[config.mk]
export PLATFORM = sky130hd
export DESIGN_NAME = mem_wb_stage
export DESIGN_NICKNAME = d
export VERILOG_FILES = /design/src/rtl/mem_wb_stage.sv
export SDC_FILE = /design/constraint.sdc
export NUM_CORES = 1
export LEC_CHECK = 0
export ABC_CLOCK_PERIOD_IN_PS = 3200
export CAP_MARGIN = 20
export CORE_AREA = 4 4 120 122
export CTS_BUF_LIST = sky130_fd_sc_hd__clkbuf_4
export CTS_CLUSTER_SIZE = 16
export DETAILED_ROUTE_END_ITERATION = 6
export DIE_AREA = 0 0 124 126
export GPL_TIMING_DRIVEN = 0
export SLEW_MARGIN = 10
export SYNTH_ARGS = -nofsm -noshare
export SYNTH_HDL_FRONTEND = slang
export SYNTH_SLANG_ARGS = --single-unit
export TNS_END_PERCENT = 30
[constraint.sdc]
create_clock -name clk -period 3.2 [get_ports clk]
set_input_delay 0.64 -clock clk [delete_from_list [all_inputs] [get_ports clk]]
set_output_delay 0.64 -clock clk [all_outputs]
set_load 0.03 [all_outputs]
[src/rtl/mem_wb_stage.sv]
// mem_wb_stage: MEM->WB pipeline register with data-memory handshake tracking
// and load formatting for the rv32i 5-stage pipeline.
//
// Latency: one cycle from MEM inputs to the registered WB outputs. mem_stall_req
// is combinational, so a data_resp arriving in the same cycle does not stall.
//
// Backpressure: while a data access is outstanding, mem_stall_req freezes IF..MEM
// and a bubble is loaded into WB. stall_in (external) holds the WB register.
// A response that arrives during an external stall is latched, so the access is
// not re-requested and the instruction advances on release using the latched word.
//
// Optional build macro MEM_WB_PERF_EN adds the performance counters
// perf_retired, perf_loads and perf_mem_stall_cycles.
//
// Ports:
//   clk, rst             clock, synchronous active-high reset
//   stall_in, flush_in   external freeze of WB / squash into a WB bubble
//   mem_*_in, funct3_in, wb_sel_in, load_regfile_in, rd_in, alu_out_in,
//   pc_in, br_en_in      MEM-stage instruction fields
//   data_rdata, data_resp  dcache read word and one-cycle response pulse
//   mem_stall_req        access outstanding, freeze IF..MEM
//   wb_valid, wb_load_regfile, wb_rd, wb_data  registered WB / regfile controls
module mem_wb_stage #(
  parameter int XLEN       = 32,
  parameter int REG_ADDR_W = 5
) (
  input  logic                  clk,
  input  logic                  rst,
  input  logic                  stall_in,
  input  logic                  flush_in,
  input  logic                  mem_valid_in,
  input  logic                  mem_read_in,
  input  logic                  mem_write_in,
  input  logic [2:0]            funct3_in,
  input  logic [1:0]            wb_sel_in,
  input  logic                  load_regfile_in,
  input  logic [REG_ADDR_W-1:0] rd_in,
  input  logic [XLEN-1:0]       alu_out_in,
  input  logic [XLEN-1:0]       pc_in,
  input  logic                  br_en_in,
  input  logic [XLEN-1:0]       data_rdata,
  input  logic                  data_resp,
  output logic                  mem_stall_req,
  output logic                  wb_valid,
  output logic                  wb_load_regfile,
  output logic [REG_ADDR_W-1:0] wb_rd,
  output logic [XLEN-1:0]       wb_data
`ifdef MEM_WB_PERF_EN
  ,
  output logic [63:0]           perf_retired,
  output logic [31:0]           perf_loads,
  output logic [31:0]           perf_mem_stall_cycles
`endif
);

  localparam logic [2:0] F3_LB  = 3'b000;
  localparam logic [2:0] F3_LH  = 3'b001;
  localparam logic [2:0] F3_LBU = 3'b100;
  localparam logic [2:0] F3_LHU = 3'b101;

  localparam logic [1:0] SEL_ALU  = 2'd0;
  localparam logic [1:0] SEL_LOAD = 2'd1;
  localparam logic [1:0] SEL_PC4  = 2'd2;

  // Handshake tracking
  logic mem_acc;
  logic pending;
  logic adv;

  logic            done_q, done_d;
  logic [XLEN-1:0] rdata_q, rdata_d;

  // WB register
  logic                  wb_valid_q, wb_valid_d;
  logic                  wb_lr_q, wb_lr_d;
  logic [REG_ADDR_W-1:0] wb_rd_q, wb_rd_d;
  logic [XLEN-1:0]       wb_data_q, wb_data_d;

  // Load formatting
  logic [XLEN-1:0] ld_word;
  logic [1:0]      off;
  logic [7:0]      ld_byte;
  logic [15:0]     ld_half;
  logic [XLEN-1:0] ld_val;
  logic [XLEN-1:0] sel_val;

  assign mem_acc       = mem_valid_in & (mem_read_in | mem_write_in);
  // done_q masks an access whose response already arrived during an external stall.
  assign pending       = mem_acc & ~done_q;
  assign mem_stall_req = pending & ~data_resp;
  assign adv           = ~stall_in & ~mem_stall_req;

  // ---------------------------------------------------------------------------
  // Response tracking
  // ---------------------------------------------------------------------------
  always_comb begin
    done_d = done_q;
    if (flush_in) begin
      done_d = 1'b0;
    end else if (adv) begin
      done_d = 1'b0;
    end else if (data_resp && stall_in && mem_acc) begin
      // Only a response for the instruction actually held in MEM is remembered;
      // a stray pulse with no access in MEM must not pre-complete the next one.
      done_d = 1'b1;
    end
  end

  assign rdata_d = data_resp ? data_rdata : rdata_q;

  // ---------------------------------------------------------------------------
  // Load extraction and writeback select
  // ---------------------------------------------------------------------------
  // Same-cycle response bypasses the latch so the zero-stall path uses fresh data.
  assign ld_word = data_resp ? data_rdata : rdata_q;
  assign off     = alu_out_in[1:0];

  always_comb begin
    ld_byte = ld_word[7:0];
    case (off)
      2'd0:    ld_byte = ld_word[7:0];
      2'd1:    ld_byte = ld_word[15:8];
      2'd2:    ld_byte = ld_word[23:16];
      default: ld_byte = ld_word[31:24];
    endcase
  end

  // Misaligned halfwords are not trapped: off[1] alone picks the lane.
  assign ld_half = off[1] ? ld_word[31:16] : ld_word[15:0];

  always_comb begin
    ld_val = ld_word;
    case (funct3_in)
      F3_LB:   ld_val = {{(XLEN-8){ld_byte[7]}}, ld_byte};
      F3_LH:   ld_val = {{(XLEN-16){ld_half[15]}}, ld_half};
      F3_LBU:  ld_val = {{(XLEN-8){1'b0}}, ld_byte};
      F3_LHU:  ld_val = {{(XLEN-16){1'b0}}, ld_half};
      default: ld_val = ld_word;
    endcase
  end

  always_comb begin
    sel_val = alu_out_in;
    case (wb_sel_in)
      SEL_ALU:  sel_val = alu_out_in;
      SEL_LOAD: sel_val = ld_val;
      SEL_PC4:  sel_val = pc_in + XLEN'(4);
      default:  sel_val = {{(XLEN-1){1'b0}}, br_en_in};
    endcase
  end

  // ---------------------------------------------------------------------------
  // WB register next state (reset applied in the register process)
  // ---------------------------------------------------------------------------
  always_comb begin
    wb_valid_d = wb_valid_q;
    wb_lr_d    = wb_lr_q;
    wb_rd_d    = wb_rd_q;
    wb_data_d  = wb_data_q;
    if (flush_in) begin
      wb_valid_d = 1'b0;
      wb_lr_d    = 1'b0;
    end else if (stall_in) begin
      // hold everything
    end else if (mem_stall_req) begin
      wb_valid_d = 1'b0;
      wb_lr_d    = 1'b0;
    end else begin
      wb_valid_d = mem_valid_in;
      // x0 is never written, so drop the enable here rather than in the regfile
      // and keep the forwarding unit from matching on rd=0.
      wb_lr_d    = mem_valid_in & load_regfile_in & (rd_in != '0);
      wb_rd_d    = rd_in;
      wb_data_d  = sel_val;
    end
  end

  always_ff @(posedge clk) begin
    if (rst) begin
      done_q     <= 1'b0;
      rdata_q    <= '0;
      wb_valid_q <= 1'b0;
      wb_lr_q    <= 1'b0;
      wb_rd_q    <= '0;
      wb_data_q  <= '0;
    end else begin
      done_q     <= done_d;
      rdata_q    <= rdata_d;
      wb_valid_q <= wb_valid_d;
      wb_lr_q    <= wb_lr_d;
      wb_rd_q    <= wb_rd_d;
      wb_data_q  <= wb_data_d;
    end
  end

  assign wb_valid        = wb_valid_q;
  assign wb_load_regfile = wb_lr_q;
  assign wb_rd           = wb_rd_q;
  assign wb_data         = wb_data_q;

`ifdef MEM_WB_PERF_EN
  // ---------------------------------------------------------------------------
  // Performance counters (free-running, wrap on overflow)
  // ---------------------------------------------------------------------------
  logic [63:0] retired_q, retired_d;
  logic [31:0] loads_q, loads_d;
  logic [31:0] mstall_q, mstall_d;
  logic        retire_now;

  // A retirement is a WB load from the advance path carrying a valid instruction.
  assign retire_now = ~flush_in & adv & mem_valid_in;

  always_comb begin
    retired_d = retired_q;
    loads_d   = loads_q;
    mstall_d  = mstall_q;
    if (retire_now) begin
      retired_d = retired_q + 64'd1;
      if (mem_read_in) begin
        loads_d = loads_q + 32'd1;
      end
    end
    if (mem_stall_req) begin
      mstall_d = mstall_q + 32'd1;
    end
  end

  always_ff @(posedge clk) begin
    if (rst) begin
      retired_q <= '0;
      loads_q   <= '0;
      mstall_q  <= '0;
    end else begin
      retired_q <= retired_d;
      loads_q   <= loads_d;
      mstall_q  <= mstall_d;
    end
  end

  assign perf_retired          = retired_q;
  assign perf_loads            = loads_q;
  assign perf_mem_stall_cycles = mstall_q;
`endif

endmodule

==> out/qor.yml, run 1 <==
place:
  place_area_um2: 6300
  hpwl_um: 15900
  dp_slack_ns: -0.371
  gp_congestion: 0.903
  io_buffer_count: 151
route:
  wl_per_cell_um: 21.4
  drc: 0
  wl_um: 19900
  drtAntennaViolNets: 0
  viasPerCell: 5.81
  vias: 5424
  first_pass_iters: 5
  first_iter_violations: 539
synth:
  ys_types: 62
  synth_compound_area_share_pct: 24.5
  synthSimpleGateAreaFrac_pct: 24.8
  synth_common_cells: "dfxtp_1, nand2_1, nor2_1"
  seq_area_frac_synth_pct: 31.5
  synthTopCellsByArea: "dfxtp_1, mux2i_1, nand2_1"
  synth_top_flop_cell: "dfxtp_1"
  postSynth.asyncResetShare_pct: 0
  synthXorXnorAreaFrac_pct: 1.53
  synth_fa_ha_area_share_pct: 0.274
  yosysWarnings: 0
  yosysTopAreaCell: "dfxtp_1"
  syn_avg_cell_area_um2: 7.76
  muxShareOfSynthArea_pct: 13.0
  synth_edf_count: 0
  ys_ff_latch: 72
  synth_cells: 589
  synth_area_um2: 4570
  synth_nets: 706
  synth_top_area_share_pct: 31.5
  synth.most_common_cell: "dfxtp_1"
  synth_top_family_by_area: "simple AND/OR/NAND/NOR gates"
setup_path:
  crit_path_end_kind: "output pin"
  rrSetupSlack_ns: 0.87
  crit_path_max_incr_delay_ns: 0.64
  critPathSlowestCell: "clkdlybuf4s50_1"
  path_cells: "buf_2, buf_2, buf_2, nor3_1, clkdlybuf4s50_1"
  crit-reg2reg-capture: "wb_data[8]"
  r2r_cells: 5
  cp_common_cell: "buf_2"
  startpoint: "data_resp"
  timing.rr.start: "done_q"
  critPathKind: "in2out"
  required_ns: 2.56
  critPathArrivalTime_ns: 2.41
  cp_max_fo: 10
  critPathLaunchType: "primary input"
timing:
  max_slew_margin_pct: 39.5
  finalCritPeriodShare_pct: 95.3
  fin_crit_ns: 3.05
  tightestPinTransition_ns: 0.900
  final-setup-viol-count: 0
  finalSetupTns_ns: 0
  finalHoldViolCount: 0
  fmax_ghz: 0.328
  finClkSkew_ns: 0.0204
  final-max-slew-violation-count: 0
  setup_ws_ns: 0.151
  rsz0062_at_grt: "false"
min_path:
  min_from: "wb_rd[0]"
  min_to: "wb_rd[0]"
  whs_path_depth: 2
  min_path_type: "reg2reg"
layout:
  area_growth_pct: 43.0
  diodes: 0
  drive_gt1_share_pct: 4.89
  stdcell_area_um2: 6540
  fin_nets: 869
floorplanning:
  die-area_um2: 15600
  pin_count: 156
  start_util_pct: 34.7
  die_y_um: 126
  die_w_um: 124
  core_area_um2: 13200
  num_rows: 42
pwr:
  power.density_nw_per_um2: 382
  p_leak_uw: 0.00234
  peakVddDrop_v: 0.000224
clocking:
  clk_latency_ns: 0.45
  path_clk_slew_ns: 0.11
  cts_hold_buf: 0
  cts_tree: "built"
  cts_resized: 0
  postCtsSetupBuffers: 0
  htreeDepth: 3
  cts_buffer_depth: 2
  root_buffer: "clkbuf_4"
  clkSinkCount: 72
  cts_buffers: 9
global_routing:
  grt_pass1_vias: 5227
  grtUsageTotal_pct: 24.8
  grt_pass1_wl_um: 29400
  grt_max_degree: 13
  antenna_found_initial: 0
  grt_overflow_total: 0
flow_run:
  cap_violations: 0
run_status:
  status: "finished, final reports clean"
==> layout make-up <==
type	count	area, µm²
Clock inverter	7	158
Fill cell	1292	6650
Sequential cell	72	1440
Tap cell	176	220
Multi-Input combinational cell	466	2940
Inverter	6	22.5
Buffer	45	176
Clock buffer	9	67.6
Timing Repair Buffer	152	1520
==> worst max path at each step <==
stage | end | cells after the start
2_1_floorplan | mem_stall_req | 4
3_3_place_gp | wb_data[8] | 7
3_5_place_dp | wb_data[8] | 7
4_1_cts | wb_data[8] | 7
5_1_grt | mem_stall_req | 5
6_report | mem_stall_req | 5
==> worst max-delay path, delay by kind of cell <==
kind / cells / cell delay, ns
simple gates: 1 / 0.11
buf+inv: 4 / 1.66
==> cell families after synthesis <==
group                      count (synthesis)
adders and majority gates                  1
xor gates and xnor gates                   8
and+or+nand+nor                          239
DFF                                       72
muxes                                     49
buffers and inverters                     51
AOI/OAI and AO/OA                        169
==> metrics by stage <==
stage	instances	util, %	power, µW	hold WS [ns]
6_report	933	49.6	2500	0.464
5_1_grt	933	49.6	2590	0.483
4_1_cts	932	49.5	2500	0.466
3_5_place_dp	916	47.8	1610	0.448
3_3_place_gp	916	47.8	1600	0.444
2_1_floorplan	589	-	1290	0.456
==> report_power, final <==
part	switching (µW)	total, µW	internal [µW]
Sequential	23.0	960	937
Clock	350	898	548
Combinational	353	639	286
==> cell usage in the layout (no fill, tap or decap), types with 8 or more instances in the layout <==
cell,count
nand4_1,11
nand2_1,71
mux4_2,8
clkdlybuf4s50_1,151
a22oi_1,11
clkbuf_4,9
a21oi_1,45
dfxtp_1,72
nor3_1,15
nor2_1,71
a211oi_1,11
a31oi_1,15
nand3_1,23
o21ai_0,30
clkbuf_1,32
mux2i_1,39
==> registers in the layout, indices dropped and copies added, names as in the netlist <==
name	cells
done_q	1
rdata_q	32
wb_data	32
wb_load_regfile	1
wb_rd	5
wb_valid	1
==> per-layer routing <==
metal  share of wire [%]  global-route usage, %  vias to the layer above  wire length, µm
met3                 9.9                   5.92                       32             1970
met4                 2.1                   6.19                        0              409
li1                    -                      -                     2531                -
met5                   0                      0                        -                0
met1                  43                   34.5                     2569             8590
met2                  45                   38.5                      292             8980
No activity file was read; power rests on OpenSTA's default activity.
==> run 2: changes to the inputs <==
- CORE_AREA: 4 4 120 122 -> 4 4 142 103
- DIE_AREA: 0 0 124 126 -> 0 0 146 107
==> run 2 against run 1 <==
  * Maximum frequency shrank 2.7%
  * Via count decreased by 0.63%
  * First-iteration DRC count decreased by 22%
  * Hold slack improved by 0.0072 ns
  * Die area about the same
  * Register-to-register slack worse by 0.03 ns
  * Wire length increased by 1.3%
  * Final area is 2.3% lower
  * Largest cell class unchanged
==> out/qor.yml, run 2 (synthesized netlist as in run 1, its figures left out) <==
run_status:
  status: "finished, final reports clean"  # unchanged
setup_path:
  critPathKind: "in2reg"  # was in2out
  cp_max_fo: 7  # was 10
  critPathLaunchType: "primary input"  # unchanged
  required_ns: 3.54  # was 2.56 ns
  crit_path_end_kind: "flop"  # was output pin
  critPathArrivalTime_ns: 3.47  # was 2.41 ns
route:
  routed-wl-met3_um: 2290  # was 1970 µm
  routed.top_layer: "met4"  # unchanged
  drc: 0  # unchanged
  viasPerCell: 5.85  # was 5.81
  vias: 5390  # was 5424
  drt-met1-wl_um: 9370  # was 8590 µm
  wl_per_cell_um: 21.9  # was 21.4 µm
  first_iter_violations: 418  # was 539
  wl_met2_um: 8410  # was 8980 µm
  drtAntennaViolNets: 0  # unchanged
  first_pass_iters: 5  # unchanged
  wl_um: 20200  # was 19900 µm
timing:
  final-max-slew-violation-count: 0  # unchanged
  finalHoldViolCount: 0  # unchanged
  finalCritPeriodShare_pct: 97.9  # was 95.3%
  final-setup-viol-count: 0  # unchanged
  finClkSkew_ns: 0.0139  # was 0.0204 ns
  finalSetupTns_ns: 0  # unchanged
  holdWs_ns: 0.471  # was 0.464 ns
  fin_crit_ns: 3.13  # was 3.05 ns
  max_slew_margin_pct: 26.5  # was 39.5%
  tightestPinTransition_ns: 1.09  # was 0.900 ns
  fmax_ghz: 0.319  # was 0.328 GHz
  rsz0062_at_grt: "false"  # unchanged
layout:
  layout_commonest_cell: "clkdlybuf4s50_1"  # unchanged
  fill_cells: 1317  # was 1292
  mostFrequentLayoutCells: "clkdlybuf4s50_1, dfxtp_1, nor2_1, nand2_1, a21oi_1"  # unchanged
  fin_nets: 869  # unchanged
  drive_gt1_share_pct: 4.38  # was 4.89%
  area_growth_pct: 39.8  # was 43.0%
  fin_util_pct: 48.8  # was 49.6%
  stdcell_area_um2: 6390  # was 6540 µm²
pwr:
  p_leak_uw: 0.00230  # was 0.00234 µW
  power.share.switching_pct: 33.5  # was 29.1%
  seqPwrFrac_pct: 46.9  # was 38.5%
  peakVddDrop_v: 0.000169  # was 0.000224 V
  p_int_uw: 1360  # was 1770 µW
  p_switching_uw: 686  # was 726 µW
  power.density_nw_per_um2: 320  # was 382 nW/µm²
  power_uw: 2050  # was 2500 µW
  comb_power_share_pct: 31.4  # was 25.6%
  clock_power_share_pct: 21.7  # was 35.9%
floorplanning:
  start_util_pct: 34.9  # was 34.7%
  num_rows: 35  # was 42
  die_w_um: 146  # was 124 µm
  core_area_um2: 13100  # was 13200 µm²
  die_y_um: 107  # was 126 µm
  die-area_um2: 15600  # about the same
  pin_count: 156  # unchanged
flow_run:
  cap_violations: 0  # unchanged
global_routing:
  grt_pass1_vias: 5316  # was 5227
  antenna_found_initial: 0  # unchanged
  grt_max_degree: 11  # was 13
  grt_overflow_total: 0  # unchanged
  grt_pass1_wl_um: 30600  # was 29400 µm
  grtUsageTotal_pct: 25.3  # was 24.8%
clocking:
  cts_buffer_depth: 2  # unchanged
  htreeDepth: 3  # unchanged
  path_clk_slew_ns: 0.10  # was 0.11 ns
  clk_latency_ns: 0.43  # was 0.45 ns
  clkSinkCount: 72  # unchanged
  cts_resized: 0  # unchanged
  cts_hold_buf: 0  # unchanged
  cts_buffers: 9  # unchanged
  postCtsSetupBuffers: 0  # unchanged
  cts_tree: "built"  # unchanged
  root_buffer: "clkbuf_4"  # unchanged
place:
  hpwl_um: 16300  # was 15900 µm
  place_area_um2: 6290  # was 6300 µm²
  gp_congestion: 0.906  # was 0.903
  io_buffer_count: 151  # unchanged
min_path:
  min_path_type: "reg2reg"  # unchanged
run 2: cell types whose count changed in the layout (fill, tap and decap cells not counted), sizes merged:
cell,change
bufinv,-5
diode,+1
clkinv,+2
dlymetal6s2s,+1
clkdlybuf4s50,-1
run 2: layout make-up:
type	count	area, µm²	area share, %
clock inverters	4	15.0	0.235
inverters	6	22.5	0.352
repair buffers	152	1520	23.8
clock buffers	9	67.6	1.06
flip-flops and latches	72	1440	22.6
diodes	1	2.50	0.0392
plain buffers	45	178	2.78
well taps	166	208	3.25
multi-input cells	466	2940	46.0
run 2: final timing paths:
check,startpoint,endpoint,slack (ns),cells after the start
setup / recovery,pc_in[9],wb_data[27],0.07,6
hold / removal,wb_rd[4],wb_rd[4],0.47,2
setup reg to reg,done_q,wb_data[27],0.84,5
hold reg to reg,wb_rd[4],wb_rd[4],0.47,2
run 2: per-stage QoR:
stage / setup WS [ns] / cells
after CTS: 0.0116 / 919
after global routing: 0.00774 / 920
after floorplan: 0.559 / 589
after detailed placement: -0.436 / 906
final: 0.0667 / 921
after global placement: -0.448 / 906
run 2: layer usage:
metal	track usage, %	up-vias
met2	37.4	285
met5	0	-
li1	-	2534
met3	7.18	15
met4	3.56	0
met1	37.4	2556
run 2: power groups by stage:
stage	Combinational, µW	Sequential (µW)	Clock, µW
CTS	638	960	456
global route	693	965	498
floorplan	282	1010	0
global placement	630	978	0
finish	644	960	443
detailed placement	634	980	0
run 2: critical path: stages:
cell and delay [ns]:
clkdlybuf4s50_1 0.58, nand4_1 0.37, nor4_1 0.94, nand2_1 0.26, o41a_1 0.44, a311oi_1 0.24
==> run 3: changes to the inputs <==
- CAP_MARGIN: 20 -> default
- CTS_CLUSTER_DIAMETER: default -> 150
==> run 3 against run 2 <==
  * Hold slack about the same
  * Highest routed layer unchanged
  * Final area about the same
  * Die area unchanged
  * Global-route usage unchanged
  * Via count up 0.61%
==> out/qor.yml, run 3 (synthesized netlist as in run 1, its figures left out) <==
run_status:
  status: "finished, final reports clean"  # unchanged
floorplanning:
  core_area_um2: 13100  # unchanged
  die-area_um2: 15600  # unchanged
  die_w_um: 146  # unchanged
  num_rows: 35  # unchanged
  die_y_um: 107  # unchanged
  pin_count: 156  # unchanged
  start_util_pct: 34.9  # unchanged
setup_path:
  critPathKind: "in2reg"  # unchanged
  rrSetupSlack_ns: 0.77  # was 0.84 ns
  r2r_cells: 5  # unchanged
  timing.rr.start: "done_q"  # unchanged
  required_ns: 3.54  # about the same
  crit_path_end_kind: "flop"  # unchanged
  critPathArrivalTime_ns: 3.44  # was 3.47 ns
  crit-reg2reg-capture: "wb_data[27]"  # unchanged
  critPathLaunchType: "primary input"  # unchanged
  cp_max_fo: 10  # was 7
timing:
  finalHoldViolCount: 0  # unchanged
  final-max-slew-violation-count: 0  # unchanged
  final-setup-viol-count: 0  # unchanged
  fin_crit_ns: 3.10  # was 3.13 ns
  finalSetupTns_ns: 0  # unchanged
  tightestPinTransition_ns: 1.20  # was 1.09 ns
  finClkSkew_ns: 0.0123  # was 0.0139 ns
  rsz0062_at_grt: "false"  # unchanged
  max_slew_margin_pct: 19.4  # was 26.5%
  finalCritPeriodShare_pct: 96.8  # was 97.9%
  fmax_ghz: 0.323  # was 0.319 GHz
global_routing:
  grt_max_degree: 11  # unchanged
  grt_pass1_wl_um: 30600  # unchanged
  grt_overflow_total: 0  # unchanged
  grtUsageTotal_pct: 25.3  # unchanged
  antenna_found_initial: 0  # unchanged
  grt_pass1_vias: 5316  # unchanged
route:
  drc: 0  # unchanged
  drtAntennaViolNets: 0  # unchanged
  vias: 5423  # was 5390
  first_pass_iters: 5  # unchanged
  viasPerCell: 5.89  # was 5.85
  wl_um: 20200  # about the same
  first_iter_violations: 408  # was 418
  wl_per_cell_um: 22.0  # was 21.9 µm
clocking:
  root_buffer: "clkbuf_4"  # unchanged
  clk_latency_ns: 0.44  # was 0.43 ns
  cts_tree: "built"  # unchanged
  cts_buffer_depth: 2  # unchanged
  cts_buffers: 9  # unchanged
  clkSinkCount: 72  # unchanged
  postCtsSetupBuffers: 0  # unchanged
  htreeDepth: 3  # unchanged
  path_clk_slew_ns: 0.10  # about the same
layout:
  fin_util_pct: 48.8  # about the same
  drive_gt1_share_pct: 4.25  # was 4.38%
  layout_commonest_cell: "clkdlybuf4s50_1"  # unchanged
  regArea_um2: 1440  # unchanged
  mostFrequentLayoutCells: "clkdlybuf4s50_1, dfxtp_1, nor2_1, nand2_1, a21oi_1"  # unchanged
  fill_cells: 1317  # unchanged
  stdcell_area_um2: 6390  # about the same
  fin_cells: 920  # was 921
  multi_input_area_um2: 2940  # unchanged
  fin_nets: 868  # was 869
  area_growth_pct: 39.6  # was 39.8%
min_path:
  min_path_type: "reg2reg"  # unchanged
  min_to: "wb_rd[4]"  # unchanged
  whs_path_depth: 2  # unchanged
  min_from: "wb_rd[4]"  # unchanged
place:
  io_buffer_count: 151  # unchanged
  place_area_um2: 6290  # unchanged
  dp.cells: 906  # unchanged
  hpwl_um: 16300  # unchanged
  gp_congestion: 0.906  # unchanged
pwr:
  peakVddDrop_v: 0.000169  # about the same
  power_uw: 2050  # about the same
  power.density_nw_per_um2: 321  # was 320 nW/µm²
  p_leak_uw: 0.00229  # was 0.00230 µW
flow_run:
  cap_violations: 0  # unchanged
-- run 3: area by class of cell --
class | count | area share, %
Buffer | 45 | 2.78
Clock buffer | 9 | 1.06
Sequential cell | 72 | 22.6
Tap cell | 166 | 3.25
Multi-Input combinational cell | 466 | 46.0
Timing Repair Buffer | 151 | 23.7
Inverter | 6 | 0.353
Antenna cell | 1 | 0.0392
Clock inverter | 4 | 0.235
-- run 3: critical path: stages --
cell and delay (ns):
clkdlybuf4s50_1 0.51, o21ai_0 0.29, o31ai_2 0.53, clkbuf_1 0.54
clkbuf_1 0.51, a21oi_1 0.15, a311oi_1 0.27
-- run 3: stage by stage --
step                setup WS, ns  hold slack, ns
finish                     0.103           0.471
global route             0.00774           0.494
CTS                       0.0116           0.472
detailed placement        -0.436           0.452
global placement          -0.448           0.445
floorplan                  0.559           0.456
-- run 3: metal layers --
metal  share of wire [%]  wire, µm  global-route usage [%]  up-vias
met2                  42      8440                    37.4      302
met3                  11      2190                    7.18       17
met5                   0         0                       0        -
met1                  47      9430                    37.4     2573
li1                    -         -                       -     2531
met4                0.77       155                    3.56        0
-- run 3: worst max path at each step --
stage | from | end | slack [ns] | cells past startpoint
floorplan | data_resp | mem_stall_req | 0.56 | 4
global placement | mem_valid_in | wb_data[8] | -0.45 | 7
detailed placement | mem_valid_in | wb_data[8] | -0.44 | 7
CTS | mem_valid_in | wb_data[8] | 0.01 | 7
global route | pc_in[9] | wb_data[27] | 0.008 | 6
finish | mem_valid_in | wb_data[27] | 0.10 | 7
-- run 3: power by group --
group | switching (µW) | total, µW | internal, µW
combinational | 357 | 644 | 286
sequential | 23.1 | 960 | 937
clock | 307 | 444 | 137
-- run 3: what timing repair did --
action | CTS | global route
endpoints found under the setup margin | 0 | 28
hold buffers | 0 | 0
gates resized for setup | 0 | 4
